<file path="src/rtl/msk_and_dom_pipe.sv">
// msk_and_dom_pipe: DOM-masked W-lane AND over D shares, with an optional registered compression stage
module msk_and_dom_pipe #(
  parameter int D = 2,
  parameter int W = 8,
  parameter int PIPE = 0
) (
  input  logic                         clk,
  input  logic                         rst_n,
  input  logic [D*W-1:0]               ina,
  input  logic [D*W-1:0]               inb,
  input  logic                         in_valid,
  output logic                         in_ready,
  input  logic [W*(D*(D-1)/2)-1:0]     rnd,
  input  logic                         rnd_valid,
  output logic                         rnd_ack,
  output logic [D*W-1:0]               out,
  output logic                         out_valid,
  input  logic                         out_ready
);
  localparam int R = D*(D-1)/2;
  logic [D*D*W-1:0] p, p_next;
  logic [D*W-1:0]   comp;
  logic             s1_valid, accept, adv;
  assign accept   = in_valid & rnd_valid & in_ready & rst_n;
  assign rnd_ack  = accept;
  assign in_ready = !s1_valid | adv;
  genvar i, j, k;
  for (i = 0; i < D; i++) begin : g_row
    for (j = 0; j < D; j++) begin : g_col
      for (k = 0; k < W; k++) begin : g_lane
        if (i == j) begin : g_diag
          assign p_next[(i*D+j)*W+k] = ina[i*W+k] & inb[j*W+k];
        end else begin : g_cross
          localparam int lo = (i < j) ? i : j;
          localparam int hi = (i < j) ? j : i;
          assign p_next[(i*D+j)*W+k] = (ina[i*W+k] & inb[j*W+k]) ^ rnd[k*R + lo*D - lo*(lo+1)/2 + hi-1-lo];
        end
      end
    end
  end
  // share i = XOR over j of the registered cross products
  always_comb begin
    comp = '0;
    for (int s = 0; s < D; s++)
      for (int t = 0; t < D; t++)
        comp[s*W +: W] = comp[s*W +: W] ^ p[(s*D+t)*W +: W];
  end
  // cross-product register: loads only with fresh randomness
  always_ff @(posedge clk or negedge rst_n)
    if (!rst_n) p <= '0;
    else if (accept) p <= p_next;
  // stage-1 occupancy
  always_ff @(posedge clk or negedge rst_n)
    if (!rst_n) s1_valid <= 1'b0;
    else if (accept | adv) s1_valid <= accept;
  if (PIPE != 0) begin : g_pipe
    logic [D*W-1:0] s2;
    logic           s2_valid;
    assign adv       = s1_valid & (!s2_valid | out_ready);
    assign out       = s2;
    assign out_valid = s2_valid;
    // stage-2 holds the compressed shares until the consumer takes them
    always_ff @(posedge clk or negedge rst_n)
      if (!rst_n) begin
        s2       <= '0;
        s2_valid <= 1'b0;
      end else begin
        if (adv) s2 <= comp;
        if (adv | out_ready) s2_valid <= adv;
      end
  end else begin : g_flat
    assign adv       = s1_valid & out_ready;
    assign out       = comp;
    assign out_valid = s1_valid;
  end
endmodule
</file>
<file path="config.mk">
export PLATFORM = sky130hd
export DESIGN_NAME = msk_and_dom_pipe
export DESIGN_NICKNAME = d
export VERILOG_FILES = /design/src/rtl/msk_and_dom_pipe.sv
export SDC_FILE = /design/constraint.sdc
export NUM_CORES = 1
export LEC_CHECK = 0
export ABC_CLOCK_PERIOD_IN_PS = 2300
export CORE_MARGIN = 2
export CORE_UTILIZATION = 48
export CTS_CLUSTER_SIZE = 16
export DETAILED_ROUTE_END_ITERATION = 8
export PLACE_DENSITY = 0.95
export SLEW_MARGIN = 20
export SYNTH_ARGS = -nofsm -noshare
export SYNTH_HDL_FRONTEND = slang
export SYNTH_SLANG_ARGS = --single-unit
export TNS_END_PERCENT = 20
</file>
<file path="constraint.sdc">
create_clock -name clk -period 2.3 [get_ports clk]
set_clock_uncertainty 0.2 [all_clocks]
set_input_delay 0.46 -clock clk [delete_from_list [all_inputs] [get_ports clk]]
set_output_delay 0.46 -clock clk [all_outputs]
set_load 0.1 [all_outputs]
</file>
* Yosys cells after proc, flatten, opt, wreduce, memory -nomap -nowiden
Cells that the tools add are included.
Word-level totals: flip-flop bits (word level) 33, bits of input ports 45, output and inout port bits 19, logic and storage cells 59
Operators by class: bitwise operators 56, reductions and logical operators 1
Operators with widths (count):
- bitwise AND 1 bit | 36
- bitwise XOR 1 bit | 16
- bitwise XOR 8 bit | 2
- bitwise OR 1 bit | 2
- zero test 1 bit | 1

* Logic depth before layout (Yosys ltp)
Gate-level depths: netlist of the first run.
word-level depth 5, depth in mapped cells 5, mapped depth without buffers 3

* Worst setup path after synthesis of the first run
OpenSTA, ideal clock, no wires.
path type register to output, from register s1_valid (netlist: out_valid), to output port rnd_ack, arrival time 1.932 ns, data required time 1.640 ns, setup slack -0.292 ns, stages on the path, launching flop included 5, buffers on the path 2, path through dfrtp_1 -> nand2b_4 -> nor2b_4 -> buf_6 -> buf_4
On the way: cells in the longest elaborated chain, start to end 4, elaborated cells on any way between the ends 5, those cells by class 4 x bitwise; 1 x reduce/logical
RTL lines:
- start, declared | line 23 | logic s1_valid, accept, adv;
- start signal, assigned | line 55 | else if (accept | adv) s1_valid <= accept;
- bitwise AND 1 bit / zero test 1 bit (equally long branches) | line 72, 26
- bitwise OR 1 bit * | line 26 | assign in_ready = !s1_valid | adv;
- net in_ready | line 12 | output logic in_ready,
- bitwise AND 1 bit * (2 in a row) | line 24 | assign accept = in_valid & rnd_valid & in_ready & rst_n;
- end, declared | line 15 | output logic rnd_ack,
Mark *: on every way through the listed nets, which the timed path passes. The rest lies on a longest branch.

* Worst setup path in the final report of the first run
from input port rst_n, to output port rnd_ack
On the way: cells in the longest elaborated chain, start to end 1
RTL lines:
- start, declared | line 8 | input logic rst_n,
- bitwise AND 1 bit | line 24
Every way passes these cells.

==> results of run 1 <==
cells by family (layout without fill, tap and decap cells):
| family | after synthesis | count (layout) |
|---|---|---|
| buf+inv | 20 | 94 |
| flops | 33 | 33 |
| mux | 32 | 32 |
| simple gates | 36 | 36 |
| xor+xnor | 32 | 32 |
critical path: stages:
cell,delay (ns)
clkdlybuf4s50_1,0.51
nand3_1,0.15
nor2b_4,0.26
buf_12,0.21
metrics by stage:
| stage | worst slack [ns] | cell area, um^2 | util [%] | TNS, ns |
|---|---|---|---|---|
| finish | 0.0432 | 2770 | 76.9 | 0 |
| global route | 0.00435 | 2770 | 76.9 | 0 |
| CTS | 0.0477 | 2770 | 76.9 | 0 |
| detailed placement | 0.0318 | 2690 | 74.6 | 0 |
| global placement | 0.0543 | 2690 | 74.6 | 0 |
| floorplan | -0.169 | 1810 | - | -1.69 |
layer usage:
layer	global-route usage, %	vias up	wire, um
met3	4.86	5	171
met5	0	-	0
met1	23.3	607	1500
met4	8.24	0	55
li1	-	624	-
met2	35.4	43	1990
final timing paths:
kind	startpoint	endpoint	slack [ns]
setup reg to reg	out_valid	p[9]	0.66
max in group asynchronous	rst_n	out_valid	1.13
hold reg to reg	p[5]	p[5]	0.34
hold / removal	p[5]	p[5]	0.34
min in group asynchronous	rst_n	p[10]	0.46
setup / recovery	rst_n	rnd_ack	0.04
state kept, by name, indices dropped and copies added, names as in the netlist:
register / flops
out_valid: 1
p: 32
cell type report:
cell class	instances	area [um^2]
inverter	16	60.1
multi-input combinational	100	871
fill	230	832
clock inverter	2	10.0
sequential	33	827
timing repair buffer	70	873
clock buffer	6	72.6
tap	48	60.1
power groups by stage:
stage                     Clock, W  Combinational, W  Sequential, W
after floorplan                  0           0.00129       0.000820
after global placement           0           0.00200       0.000826
after detailed placement         0           0.00202       0.000835
after CTS                 0.000414           0.00203       0.000828
after global routing      0.000441           0.00208       0.000842
final                     0.000405           0.00201       0.000828
cells in the final DEF (no fill, tap or decap), types with 2 or more instances in the layout:
cell,netlist,routed
buf_12,1,19
buf_4,1,7
clkbuf_8,0,5
clkdlybuf4s50_1,0,44
clkinv_2,0,2
dfrtp_1,33,32
inv_1,16,16
mux2_2,3,3
mux2_4,13,13
mux2i_1,16,16
nand2_1,33,33
xnor2_1,16,16
xor2_1,16,10
xor2_2,0,6
==> metrics.txt, run 1 <==
status=complete, no violations; Peak VDD IR=between 0.9 and 1 mV; DRC=0; Initial Util=a little under 50%; GRT overflow=0; Adder-Cell Fraction of Synth Area=0%; DP Cell Count=~270; final std cells w/o fill=275; Slew Viols, Final=0; Mapped Nets=~200; post-cts hold buffer count=0; area grow syn2layout=57.1%; site row count=22; startpoint types=input pin; post-synthesis cell area=around 1800 um^2; register bit total from synthesis=33; Slew @ Worst Pin=0.405 ns; Async SR Flop Fraction=100%; RD Place Congestion=approximately 0.78; synth warn=0; routed len/inst=13.5 um; synth unique cells=15; Max Cap Viol=0; Comb power frac=a little over 60%; Final Critical Period=approximately 2.3 ns; CTS H-tree depth=2; TritonCTS clock tree=built; clock insertion delay at the later pin of the skew report=0.28 ns; top cell type's share of synthesized area=a little under half; post_cts resized=0; Hold Crit Depth=2; initial drt markers=37; slew margin rel.=73.0%; sequential fraction of the synthesis area=46.8%; EDFF count, synth=0; I/O Buffers=63; DP Wirelength=about 3000 um; ANT nets after route=0; # IOs=64; clk sinks=33; Power, Total=around 0.0032 W; vias in the first global route=roughly 1400; aggregate routed wire length=between 3000 and 4000 um; mux cell area share after synthesis=22.0%; Crit Path Class=in2out; gr usage total=about a fifth; CP Capture Type=output port; Hold Vio Cnt, Final=0; Die Span X=64.6 um; first-pass GRT wire length=between 6000 and 7000 um; Synth Area in Simple Gates=8.86%; Flop pwr share=between 20 and 30%; share of layout cells above drive strength 1=between 20% and 30%; Final Cycle Share=98.1%; setup repair bufs after CTS=0; core region area=roughly 3600 um^2; largest net degree at the start of global routing=34; Worst Hold Class=reg2reg; Pleak=approximately 1.3 nW; R2R cell count=4; Min Hold Slack=~0.34 ns; via count=about 1300; Synth Area in Compound Gates=0%; CTS max path bufs=2; Sw Ratio=48.1%; clock share of power=between 10% and 20%; Reg clk slew, reported paths=0.07 ns; Worst Path Max Fanout=5; main combinational cell family by area after synthesis=multiplexers; synth cell count leaders=dfrtp_1 (33), nand2_1 (33); Synth area leader=dfrtp_1; Net Sw Power=around 0.0016 W; initial antenna violation count=0; TritonRoute pass-1 iters=4; RSZ-0062 raised after global routing=false; FMAX=between 400 and 500 MHz; Root Buffer=clkbuf_8; XOR/XNOR Fraction of Synth Area=around 16%; Inserted Diodes=0; top post-synthesis cells by area=dfrtp_1 (47%), mux2_4 (11%), mux2i_1 (9.1%); PwrDens=~1200 nW/um^2; Internal Pwr Total=around 0.0017 W; setup violators final=0; Layout Nets=271; Worst EP arrival=around 1.6 ns; total die area=~4200 um^2; Syn Area/Cell=11.5 um^2; CTS buffer count=5; die height=~65 um; Avg Vias per Cell=approximately 4.7; Main synth FF type=dfrtp_1; Worst Path Required=1.64 ns; Syn Inst Count=~150
Power figures use the tool's default switching activity.
==> run 2, diff against run 1 <==
CORE_UTILIZATION = 40   (was 48)
PLACE_DENSITY = 0.84   (was 0.95)
==> metrics.txt, run 2 (synthesis results as in run 1) <==
total die area=4960 um^2 (was 4180 um^2); min-delay src=p[9] (was p[5]); Peak VDD IR=0.790 mV (was 0.910 mV); Crit Path Class=in2out (unchanged); Sequential cell area=827 um^2 (unchanged); RD Place Congestion=0.728 (was 0.783); slew margin rel.=72.1% (was 73.0%); Reg with most FFs=p (unchanged); Internal Pwr Total=0.00190 W (was 0.00168 W); Worst Path Required=1.64 ns (about the same); post-cts hold buffer count=0 (unchanged); area of the multi-input gates=871 um^2 (unchanged); FF-to-FF setup slack=0.62 ns (was 0.66 ns); Avg Vias per Cell=4.49 (was 4.65); vias in the first global route=1363 (was 1386); initial drt markers=56 (was 37); sequence of cells on the critical path=clkdlybuf4s50_1 > nand3_1 > nor2b_4 > buf_12 (unchanged); Slew Viols, Final=0 (unchanged); Hold Crit Depth=1 (was 2); clock share of power=18.6% (was 12.5%); die height=70.4 um (was 64.6 um); Final Critical Period=2.20 ns (was 2.26 ns); max FFs per register=32 (unchanged); startpoint types=input pin (unchanged); Final Cycle Share=95.7% (was 98.1%); initial antenna violation count=0 (unchanged); Slew @ Worst Pin=0.419 ns (was 0.405 ns); Worst EP arrival=1.54 ns (was 1.60 ns); routed len/inst=12.5 um (was 13.5 um); ANT nets after route=0 (unchanged); clk sinks=33 (unchanged); Net Sw Power=0.00156 W (about the same); Pleak=1.28 nW (was 1.25 nW); DP Wirelength=2760 um (was 3000 um); DRC=0 (unchanged); Placement Cell Area=2690 um^2 (about the same); aggregate routed wire length=3500 um (was 3710 um); Inserted Diodes=0 (unchanged); area grow syn2layout=60.3% (was 57.1%); Finished Cell Area=2830 um^2 (was 2770 um^2); Sw Ratio=45.1% (was 48.1%); Flop pwr share=23.8% (was 25.5%); status=complete, no violations (unchanged); site row count=24 (was 22); I/O Buffers=63 (unchanged); CTS H-tree depth=2 (unchanged); Layout Nets=271 (unchanged); largest net degree at the start of global routing=34 (unchanged); commonest non-fill, non-tap cell in the layout=clkdlybuf4s50_1 (unchanged); slowest stage delay, CP=0.53 ns (was 0.51 ns); first-pass GRT wire length=6220 um (was 6200 um); Util after Layout=65.9% (was 76.9%); Reg clk slew, reported paths=0.07 ns (about the same); hold path endpoint=p[9] (was p[5]); GRT overflow=0 (unchanged); Crit path max-delay family=buffers and inverters (unchanged); core region area=4290 um^2 (was 3610 um^2); RSZ-0062 raised after global routing=false (unchanged); Hold Vio Cnt, Final=0 (unchanged); Root Buffer=clkbuf_8 (unchanged); share of layout cells above drive strength 1=26.0% (was 25.6%); Die Span X=70.4 um (was 64.6 um); Worst setup startpoint=rst_n (unchanged); PwrDens=1220 nW/um^2 (was 1170 nW/um^2); setup violators final=0 (unchanged); Comb power frac=57.7% (was 62.0%); CTS buffer count=5 (unchanged); Min Hold Slack=0.339 ns (was 0.338 ns); R2R cell count=5 (was 4); gr usage total=16.1% (was 20.0%); Max Cap Viol=0 (unchanged); Initial Util=41.1% (was 49.0%); Worst Path Max Fanout=2 (was 5); CP bufs+invs=2 (unchanged); # IOs=64 (unchanged); Worst Hold Class=reg2reg (unchanged); slowest CP cell=clkdlybuf4s50_1 (unchanged); fill cell count=330 (was 230); most frequent cells in the layout=clkdlybuf4s50_1 (44), nand2_1 (33), dfrtp_1 (32), buf_12 (19) (unchanged); TritonRoute pass-1 iters=4 (unchanged); CTS max path bufs=2 (unchanged); via count=1252 (was 1279); CP Capture Type=output port (unchanged); FF-to-FF Start=out_valid (unchanged); TritonCTS clock tree=built (unchanged); clock insertion delay at the later pin of the skew report=0.28 ns (about the same); FF-to-FF End=p[9] (unchanged); FMAX=454 MHz (was 443 MHz)
==> run 2: worst max-delay path by stage <==
stage	endpoint	cells past startpoint	slack, ns
2_1_floorplan	out[8]	1	-0.17
3_3_place_gp	rnd_ack	4	0.05
3_5_place_dp	rnd_ack	4	-0.006
4_1_cts	rnd_ack	4	0.08
5_1_grt	rnd_ack	4	0.05
6_report	rnd_ack	4	0.1
==> run 2: routing by layer <==
layer	share of wire, %	global-route usage (%)	up-vias
li1	-	-	621
met3	5.1	3.75	5
met4	0.89	5.13	0
met5	0	0	-
met2	50	27.0	34
met1	44	20.5	592
==> run 2: layout make-up <==
| class | count | share of cell area (%) |
|---|---|---|
| tap | 52 | 2.30 |
| timing repair buffer | 70 | 30.9 |
| clock inverter | 3 | 2.30 |
| multi-input combinational | 100 | 30.8 |
| clock buffer | 5 | 2.43 |
| sequential | 33 | 29.2 |
| inverter | 16 | 2.12 |
==> run 2: timing repair <==
action | in CTS | in global routing
setup buffers | 1 | 0
gates resized for setup | 0 | 0
setup endpoints to repair | 1 | 0
==> run 2: per-stage QoR <==
| stage | setup TNS (ns) | power [W] | cells | setup slack, ns |
|---|---|---|---|---|
| finish | 0 | 0.00347 | 279 | 0.0988 |
| global placement | 0 | 0.00283 | 270 | 0.0509 |
| global route | 0 | 0.00359 | 279 | 0.0454 |
| floorplan | -1.69 | 0.00211 | 153 | -0.169 |
| CTS | 0 | 0.00350 | 279 | 0.0753 |
| detailed placement | -0.0115 | 0.00284 | 270 | -0.00615 |
==> run 2: power by group through the flow <==
| stage | Combinational [W] | Clock [W] | Sequential, W |
|---|---|---|---|
| after global placement | 0.00200 | 0 | 0.000828 |
| after floorplan | 0.00129 | 0 | 0.000820 |
| final | 0.00200 | 0.000644 | 0.000823 |
| after detailed placement | 0.00201 | 0 | 0.000834 |
| after CTS | 0.00202 | 0.000657 | 0.000826 |
| after global routing | 0.00207 | 0.000679 | 0.000842 |
==> run 2: worst register-to-register path: cells and delay by family, from the launching register on <==
family / cells / cell delay [ns]
buffers and inverters: 2 / 0.33
and+or+nand+nor: 2 / 0.27
muxes: 1 / 0.34
DFF: 1 / 0.43
